--- src/rtl/instr_loader_pkg.sv ---
// Shared types for the boot image loader: FSM state encoding and word geometry.
package instr_loader_pkg;

  localparam int BYTES_PER_WORD = 4;
  localparam int LANE_W = $clog2(BYTES_PER_WORD);

  typedef enum logic [2:0] {
    LEN_LO,
    LEN_HI,
    WORD,
    WRITE,
    DONE,
    ERROR
  } state_e;

endpackage

--- src/rtl/instr_loader_word_assembler.sv ---
// Little-endian byte-to-word shift register; full_o flags the byte that completes a word.
// Zero latency on full_o; no backpressure of its own, the caller only strobes take_i on accepted bytes.
module word_assembler
  import instr_loader_pkg::*;
#(
  parameter int width_p = 32
) (
  input  logic               clk_i,
  input  logic               reset_i,
  input  logic               clear_i,
  input  logic               take_i,
  input  logic [7:0]         byte_data_i,
  output logic [width_p-1:0] word_o,
  output logic               full_o
);

  logic [width_p-1:0] word_q;
  logic [LANE_W-1:0]  idx_q;

  assign full_o = take_i && (idx_q == LANE_W'(BYTES_PER_WORD - 1));
  assign word_o = word_q;

  // Shifting in from the top leaves the first byte received in bits 7:0.
  always_ff @(posedge clk_i or negedge reset_i) begin
    if (!reset_i) begin
      word_q <= '0;
      idx_q  <= '0;
    end else if (clear_i) begin
      idx_q  <= '0;
    end else if (take_i) begin
      word_q <= {byte_data_i, word_q[width_p-1:8]};
      idx_q  <= full_o ? '0 : idx_q + LANE_W'(1);
    end
  end

endmodule

--- src/rtl/instr_loader.sv ---
// Streams a length-prefixed byte image into instruction memory, holding the core in reset until done.
// Writes one cycle after a word's 4th byte; byte_ready_o drops during writes and in DONE/ERROR.
module instr_loader
  import instr_loader_pkg::*;
#(
  parameter int width_p = 32,
  parameter int depth_p = 1024
) (
  input  logic                         clk_i,
  input  logic                         reset_i,
  input  logic                         byte_valid_i,
  input  logic [7:0]                   byte_data_i,
  output logic                         byte_ready_o,
  output logic                         load_enable_o,
  output logic [$clog2(depth_p*4)-1:0] load_addr_o,
  output logic [width_p-1:0]           load_data_o,
  input  logic                         restart_i,
  output logic                         done_o,
  output logic                         error_o,
  output logic                         core_reset_o
);

  localparam int addr_w_lp = $clog2(depth_p * 4);
  localparam logic [addr_w_lp-1:0] last_addr_lp = addr_w_lp'((depth_p - 1) * BYTES_PER_WORD);
  localparam logic [addr_w_lp-1:0] step_lp      = addr_w_lp'(BYTES_PER_WORD);

  state_e               state_q, state_d;
  logic                 armed_q;
  logic [7:0]           n_lo_q;
  logic [15:0]          n_q, n_in, cnt_q, cnt_inc;
  logic [addr_w_lp-1:0] addr_q;
  logic                 take, word_full, latch_lo, latch_n, advance, clear;
  logic [width_p-1:0]   word;

  // armed_q keeps ready low until the first edge after reset release.
  assign byte_ready_o = armed_q && (state_q inside {LEN_LO, LEN_HI, WORD});
  assign take         = byte_valid_i && byte_ready_o;
  assign n_in         = {byte_data_i, n_lo_q};
  assign cnt_inc      = cnt_q + 16'd1;

  word_assembler #(.width_p(width_p)) u_word_assembler (
    .clk_i       (clk_i),
    .reset_i     (reset_i),
    .clear_i     (clear),
    .take_i      (take && (state_q == WORD)),
    .byte_data_i (byte_data_i),
    .word_o      (word),
    .full_o      (word_full)
  );

  always_comb begin
    state_d       = state_q;
    load_enable_o = 1'b0;
    latch_lo      = 1'b0;
    latch_n       = 1'b0;
    advance       = 1'b0;
    clear         = 1'b0;
    case (state_q)
      LEN_LO: if (take) begin
        latch_lo = 1'b1;
        state_d  = LEN_HI;
      end
      LEN_HI: if (take) begin
        latch_n = 1'b1;
        if (n_in == 16'd0)                      state_d = DONE;
        else if ({16'd0, n_in} > 32'(depth_p))  state_d = ERROR;
        else                                    state_d = WORD;
      end
      WORD: if (word_full) state_d = WRITE;
      WRITE: begin
        load_enable_o = 1'b1;
        advance       = 1'b1;
        state_d       = (cnt_inc == n_q) ? DONE : WORD;
      end
      DONE, ERROR: if (restart_i) begin
        clear   = 1'b1;
        state_d = LEN_LO;
      end
      default: state_d = LEN_LO;
    endcase
  end

  always_ff @(posedge clk_i or negedge reset_i) begin
    if (!reset_i) begin
      state_q <= LEN_LO;
      armed_q <= 1'b0;
      n_lo_q  <= '0;
      n_q     <= '0;
      cnt_q   <= '0;
      addr_q  <= '0;
    end else begin
      state_q <= state_d;
      armed_q <= 1'b1;
      if (latch_lo) n_lo_q <= byte_data_i;
      if (latch_n)  n_q    <= n_in;
      if (clear) begin
        cnt_q  <= '0;
        addr_q <= '0;
      end else if (advance) begin
        cnt_q  <= cnt_inc;
        // A full-depth image wraps back to 0 after its last write.
        addr_q <= (addr_q == last_addr_lp) ? '0 : addr_q + step_lp;
      end
    end
  end

  assign load_addr_o  = addr_q;
  assign load_data_o  = load_enable_o ? word : '0;
  assign done_o       = (state_q == DONE);
  assign error_o      = (state_q == ERROR);
  assign core_reset_o = (state_q != DONE);

endmodule

--- config.mk ---
export PLATFORM = sky130hd
export DESIGN_NAME = instr_loader
export DESIGN_NICKNAME = d
export VERILOG_FILES = /design/src/rtl/instr_loader_pkg.sv /design/src/rtl/instr_loader_word_assembler.sv /design/src/rtl/instr_loader.sv
export SDC_FILE = /design/constraint.sdc
export NUM_CORES = 1
export LEC_CHECK = 0
export CELL_PAD_IN_SITES_DETAIL_PLACEMENT = 0
export CELL_PAD_IN_SITES_GLOBAL_PLACEMENT = 1
export CORE_MARGIN = 2
export CORE_UTILIZATION = 39
export DETAILED_ROUTE_END_ITERATION = 12
export PLACE_DENSITY_LB_ADDON = 0.08
export REMOVE_ABC_BUFFERS = 1
export SYNTH_ARGS = -nofsm -noshare
export SYNTH_HDL_FRONTEND = slang
export SYNTH_SLANG_ARGS = --single-unit
--- constraint.sdc ---
create_clock -name clk_i -period 2.04 [get_ports clk_i]
set_input_delay 0.408 -clock clk_i [delete_from_list [all_inputs] [get_ports clk_i]]
set_output_delay 0.408 -clock clk_i [all_outputs]
set_load 0.01 [all_outputs]
==> flow_summary.toml, run 1 <==
[route]
ant_nets = 0
routed_wl_microns = 10910
drtPass1Iterations = 8
wire_per_inst_microns = 16.04
drt_iter0_markers = 198
vias = 3531
remaining_drc_errors = 3
via_per_inst = 5.193

[final_layout]
fillers = 1071
syn_to_final_growth_pct = 28.38
diodes = 0
nets = 547
drive_gt1_frac = 0.3594
stdcell_count = 680
multiInputGateArea_sq_mm = 0.002351
seqCellArea_sq_mm = 0.002208
final_area_sq_mm = 0.005959

[floorplanning]
core_area_sq_mm = 0.01152
start_util = 0.4031
die-area_sq_mm = 0.01279
io_pins = 61
row_count = 39
die_h_microns = 113.1
die_x_microns = 113.1

[logic_synthesis]
ys_types = 53
synth_enable_flop_cells = 0
ys_ff_latch = 88
ys_async_sr_fraction = 1.000
syn_inst = 434
seq_area_frac_synth = 0.4744
yosys_warnings = 0
synth_top_cell_by_area = "dfrtp_1"
synthFlopType = "dfrtp_1"
synthTopCellsByArea = "dfrtp_1 (47%), mux2_2 (14%), and2_1 (4.4%)"
syn_area_sq_mm = 0.004642
synth_area_per_cell_sq_um = 10.70
synth_top_cell_area_share = 0.4744

[global_route]
overflow = 0
grt_pass1_wl_microns = 18150
grt_max_degree = 52
track_usage = 0.1807
grt_pass1_vias = 3472
antenna_found_initial = 0

[clocking]
clock-root-buffer = "clkbuf_16"
clock-sinks = 88
numCtsBuffers = 9
cts.clk_slew.worst_paths_ps = 70
htreeDepth = 3
insertion_delay_ps = 350
cts_tree = "yes"
cts.path.max_buffers = 2

[power]
intPower_w = 0.004123
switching_share = 0.3477
irDropWorstVdd_mv = 0.4449
p_sw_w = 0.002198
pwr_density_cell_mw_per_mm2 = 1061
power_frac_clock = 0.254
seqPwrFrac = 0.393
power.leakage_nw = 2.670
power_frac_comb = 0.352

[setup_path]
end_kind = "register"
required_ps = 2270
critical_path_arrival_ps = 2290
crit_path_max_fanout = 8
crit_path_start_kind = "register"
path_class = "reg2reg"

[sta]
hold_violations = 0
max_freq_mhz = 485.5
skew_ps = 6.460
min_period_ps = 2060
min_period_over_period = 1.010
timing.final.ws_setup_ps = -19.60
whs_ps = 498.8
setup_viol = 2
slew_violations = 0
rsz0062_at_grt = "true"

[placed_design]
dpl.hpwl_microns = 7536
gp_congestion = 0.8511
dp.cells = 659
port_buffers = 58
place_area_sq_mm = 0.005704

[flow_run]
maxCapViolations = 0

[outcome]
status = "finished with violations"
violations = "DRC, setup timing"

[worst_hold_path]
hp-class = "reg2reg"
==> power groups by stage <==
stage / clock (W) / sequential, W / combinational (W)
global placement: 0 / 0.00248 / 0.00208
floorplan: 0 / 0.00250 / 0.00119
global route: 0.00173 / 0.00256 / 0.00246
CTS: 0.00166 / 0.00246 / 0.00214
finish: 0.00161 / 0.00249 / 0.00223
detailed placement: 0 / 0.00250 / 0.00210
==> cells in the final DEF (no fill, tap or decap), types with 4 or more instances in the layout <==
cell type | synthesis | routed
xnor2_1 | 15 | 14
nand2b_1 | 6 | 6
and2_1 | 33 | 30
xor2_1 | 10 | 9
dlygate4sd2_1 | 0 | 5
nor2_1 | 18 | 17
nor4_1 | 6 | 6
nand3_1 | 12 | 12
a21oi_1 | 10 | 10
nand4_1 | 5 | 5
o21ai_0 | 26 | 25
nand2_1 | 39 | 38
clkdlybuf4s50_1 | 0 | 20
buf_12 | 0 | 5
dfrtp_2 | 0 | 5
a31oi_1 | 5 | 5
o31ai_1 | 5 | 4
buf_4 | 5 | 48
clkbuf_16 | 0 | 9
nand3b_1 | 5 | 5
inv_1 | 5 | 4
mux2_2 | 56 | 56
nor2b_1 | 7 | 6
dfrtp_1 | 88 | 83
buf_2 | 8 | 32
==> registers in the layout (all words and copies together), names as in the netlist <==
register and cells:
u_word_assembler.word_o 32, cnt_q 16, n_q 16, load_addr_o 10, n_lo_q 8, state_q 3, u_word_assembler.idx_q 2, armed_q 1
==> final timing paths <==
check / startpoint / end / slack [ps] / cells after the start
worst max-delay path: cnt_q[2] / state_q[1] / -20 / 7
worst min register to register: u_word_assembler.word_o[0] / u_word_assembler.word_o[0] / 500 / 1
max in group asynchronous: reset_i / cnt_q[6] / 910 / 3
worst min-delay path: u_word_assembler.word_o[0] / u_word_assembler.word_o[0] / 500 / 1
min in group asynchronous: reset_i / u_word_assembler.word_o[25] / 520 / 2
worst max register to register: cnt_q[2] / state_q[1] / -20 / 7
==> cell type report <==
type                    instances  area share
well taps                     143     0.03002
inverters                       6    0.003989
clock inverters                 7     0.01071
repair buffers                114      0.1524
flip-flops and latches         88      0.3706
clock buffers                   9     0.03779
multi-input cells             313      0.3945
==> critical path, cell delays in order (launching register included) <==
cell and delay (ps):
dfrtp_2 500, xnor2_2 180, nor2_1 60, o32a_1 330
a2111o_1 390, nor4_2 260, buf_4 170, o21ai_2 50
==> per-layer routing <==
| metal | global-route usage | wire [microns] |
|---|---|---|
| met5 | 0 | 0 |
| met1 | 0.2612 | 5280 |
| met2 | 0.2727 | 4996 |
| met4 | 0.07073 | 193 |
| met3 | 0.02892 | 436 |
==> synthesized netlist by cell type (3+ instances only) <==
cell type  number
nor4_1          6
nor2_1         18
and2_1         33
xor2_1         10
ha_1            3
a31oi_1         5
o41ai_1         3
nand3b_1        5
nor2b_1         7
nor3b_1         4
nand2_1        39
a21oi_1        10
o31ai_1         5
dfrtp_1        88
o22ai_1         3
buf_4           5
buf_2           8
clkbuf_1       13
nand2b_1        6
xnor2_1        15
or3_1           3
nor3_2          3
mux2_2         56
inv_1           5
nand4_1         5
nand3_1        12
o21ai_0        26
and3b_1         3
==> metrics by stage <==
step                      TNS [ps]  utilization  total power [W]  worst slack, ps
after floorplan             -28070            -         0.003685           -590.5
after global placement      -170.7       0.4953         0.004559           -87.05
after detailed placement    -285.4       0.4953         0.004604           -108.2
after CTS                        0       0.5140         0.006256            6.277
after global routing        -245.1       0.5175         0.006740           -125.9
final                       -32.82       0.5175         0.006322           -19.60
==> logic make-up after synthesis <==
group | after synthesis | share of synthesized area
simple gates | 159 | 0.2043
mux | 57 | 0.1380
other cells | 2 | 0.001618
xor+xnor | 25 | 0.04717
flops | 88 | 0.4744
compound gates | 66 | 0.08949
fa+ha+maj | 3 | 0.008087
buf+inv | 34 | 0.03693
==> what timing repair did <==
item,4_1_cts,5_1_grt
endpoints found under the hold margin,26,0
setup buffers,5,0
hold buffers,1,0
setup endpoints to repair,39,38
cloned,1,0
pin swaps,3,6
resized for setup,137,24
Note: power is estimated with default switching activity, not from simulation.
==> inputs of run 2 (changes only) <==
--- a/config.mk
+++ b/config.mk
@@ -10,6 +10,7 @@
 export CORE_MARGIN = 2
 export CORE_UTILIZATION = 39
 export DETAILED_ROUTE_END_ITERATION = 12
+export GPL_TIMING_DRIVEN = 0
 export PLACE_DENSITY_LB_ADDON = 0.08
 export REMOVE_ABC_BUFFERS = 1
 export SYNTH_ARGS = -nofsm -noshare
==> run 2 against run 1 <==
The flow still finishes with violations (DRC, setup timing). Via count decreased by 0.11%. Flip-flop and latch count unchanged. Largest cell class unchanged. Power decreased by 4.5%. Sequential power increased by 3%. Cell count decreased by 2.8%. Critical path type unchanged. Critical path depth decreased by 1. Register-to-register slack about the same. Worst hold slack got worse by 480 ps.
==> flow_summary.toml, run 2 (synthesized netlist as in run 1, its figures left out) <==
[outcome]
status = "finished with violations"
violations = "DRC, setup timing"

[setup_path]
path_class = "reg2reg"
crit_path_start_kind = "register"
end_kind = "register"
required_ps = 2260
ff2ff_path_depth = 6
endpoint = "state_q[1]"
crit_start = "cnt_q[6]"
r2r-start = "cnt_q[6]"
r2r_setup_slack_ps = -30
crit_path_max_fanout = 7
critical_path_arrival_ps = 2290
r2r_end = "state_q[1]"

[route]
vias = 3527
remaining_drc_errors = 3
drtPass1Iterations = 8
ant_nets = 0
via_per_inst = 5.336
routed_wl_microns = 11060
wire_per_inst_microns = 16.73
drt_iter0_markers = 171

[flow_run]
maxCapViolations = 0

[global_route]
antenna_found_initial = 0
overflow = 0
grt_max_degree = 57
track_usage = 0.1859
grt_pass1_wl_microns = 18450
grt_pass1_vias = 3572

[sta]
rsz0062_at_grt = "true"
setup_viol = 2
skew_ps = 7.480
slew_headroom = 0.5747
slew_violations = 0
max_freq_mhz = 483.0
tightestPinTransition_ps = 634.5
hold_violations = 0
min_period_ps = 2070
min_period_over_period = 1.015
timing.final.ws_setup_ps = -30.22

[placed_design]
gp_congestion = 0.7480
place_area_sq_mm = 0.005298
dpl.hpwl_microns = 6883
port_buffers = 58

[final_layout]
syn_to_final_growth_pct = 24.42
drive_gt1_frac = 0.3320
mostFrequentLayoutCell = "dfrtp_1"
layout_common_cells = "dfrtp_1 (73), mux2_2 (56), nand2_1 (37), and2_1 (33)"
finish.utilization = 0.5015
seqCellArea_sq_mm = 0.002221
diodes = 0
nets = 529
largest_reg_flops = 32
final_area_sq_mm = 0.005776
multiInputGateArea_sq_mm = 0.002352
fillers = 1079

[floorplanning]
io_pins = 61
row_count = 39
start_util = 0.4031
die-area_sq_mm = 0.01279
core_area_sq_mm = 0.01152
die_x_microns = 113.1
die_h_microns = 113.1

[clocking]
cts.clk_slew.worst_paths_ps = 70
insertion_delay_ps = 350
htreeDepth = 3
numCtsBuffers = 9
cts.path.max_buffers = 2
clock-root-buffer = "clkbuf_16"
clock-sinks = 88
cts_tree = "yes"

[power]
intPower_w = 0.003949
irDropWorstVdd_mv = 0.4401
power_frac_comb = 0.330
pwr_density_cell_mw_per_mm2 = 1046
seqPwrFrac = 0.425
power.leakage_nw = 2.537
switching_share = 0.3462
power_frac_clock = 0.245
p_sw_w = 0.002091

[worst_hold_path]
hp-class = "in2async"
run 2: worst max-delay path: stages (launching register included):
cell and delay, ps:
dfrtp_2 440, nand4_4 230, nor3_4 230, mux2i_1 150, a2111o_1 450, nor4_4 320
o21ai_1 120
run 2: timing repair:
action	in CTS	in global routing
cloned	4	0
endpoints found under the hold margin	0	0
pin swaps	4	11
resized for setup	59	75
hold buffers	0	0
endpoints found under the setup margin	98	86
setup buffers	11	21
run 2: cell type report:
| type | count | share of cell area |
|---|---|---|
| Sequential cell | 88 | 0.3845 |
| Timing Repair inverter | 2 | 0.004333 |
| Tap cell | 143 | 0.03098 |
| Clock buffer | 11 | 0.04029 |
| Clock inverter | 4 | 0.003899 |
| Timing Repair Buffer | 92 | 0.1226 |
| Multi-Input combinational cell | 315 | 0.4073 |
| Inverter | 6 | 0.006066 |
run 2: how the worst min path moves through the flow:
| stage | start | to |
|---|---|---|
| finish | reset_i | n_q[6] |
| global route | reset_i | u_word_assembler.word_o[14] |
| CTS | reset_i | n_q[6] |
| detailed placement | reset_i | u_word_assembler.word_o[5] |
| global placement | u_word_assembler.word_o[0] | u_word_assembler.word_o[0] |
| floorplan | reset_i | armed_q |
run 2: power by group through the flow:
| stage | Clock, W | Combinational, W | Sequential [W] |
|---|---|---|---|
| 2_1_floorplan | 0 | 0.00119 | 0.00250 |
| 5_1_grt | 0.00161 | 0.00220 | 0.00264 |
| 4_1_cts | 0.00153 | 0.00164 | 0.00263 |
| 3_3_place_gp | 0 | 0.00151 | 0.00261 |
| 6_report | 0.00148 | 0.00199 | 0.00257 |
| 3_5_place_dp | 0 | 0.00154 | 0.00262 |
run 2: routing by layer:
metal	vias to the layer above	wire, microns	GRT usage
met5	-	0	0
li1	1702	-	-
met3	15	355	0.05303
met2	53	5216	0.2962
met1	1757	5310	0.2503
met4	0	175	0.05041
run 2: through the flow:
stage                     hold slack, ps  worst slack, ps  std cells  total power [W]  TNS (ps)
after floorplan                    112.4           -590.5        407         0.003685    -28070
after global placement             481.0            -2801        608         0.004121   -395080
after detailed placement           401.7            -2021        610         0.004166   -127070
after CTS                          34.18           -1.176        640         0.005802    -2.146
after global routing               40.89           -144.2        661         0.006449     -5164
final                              18.01           -30.22        661         0.006040    -50.75
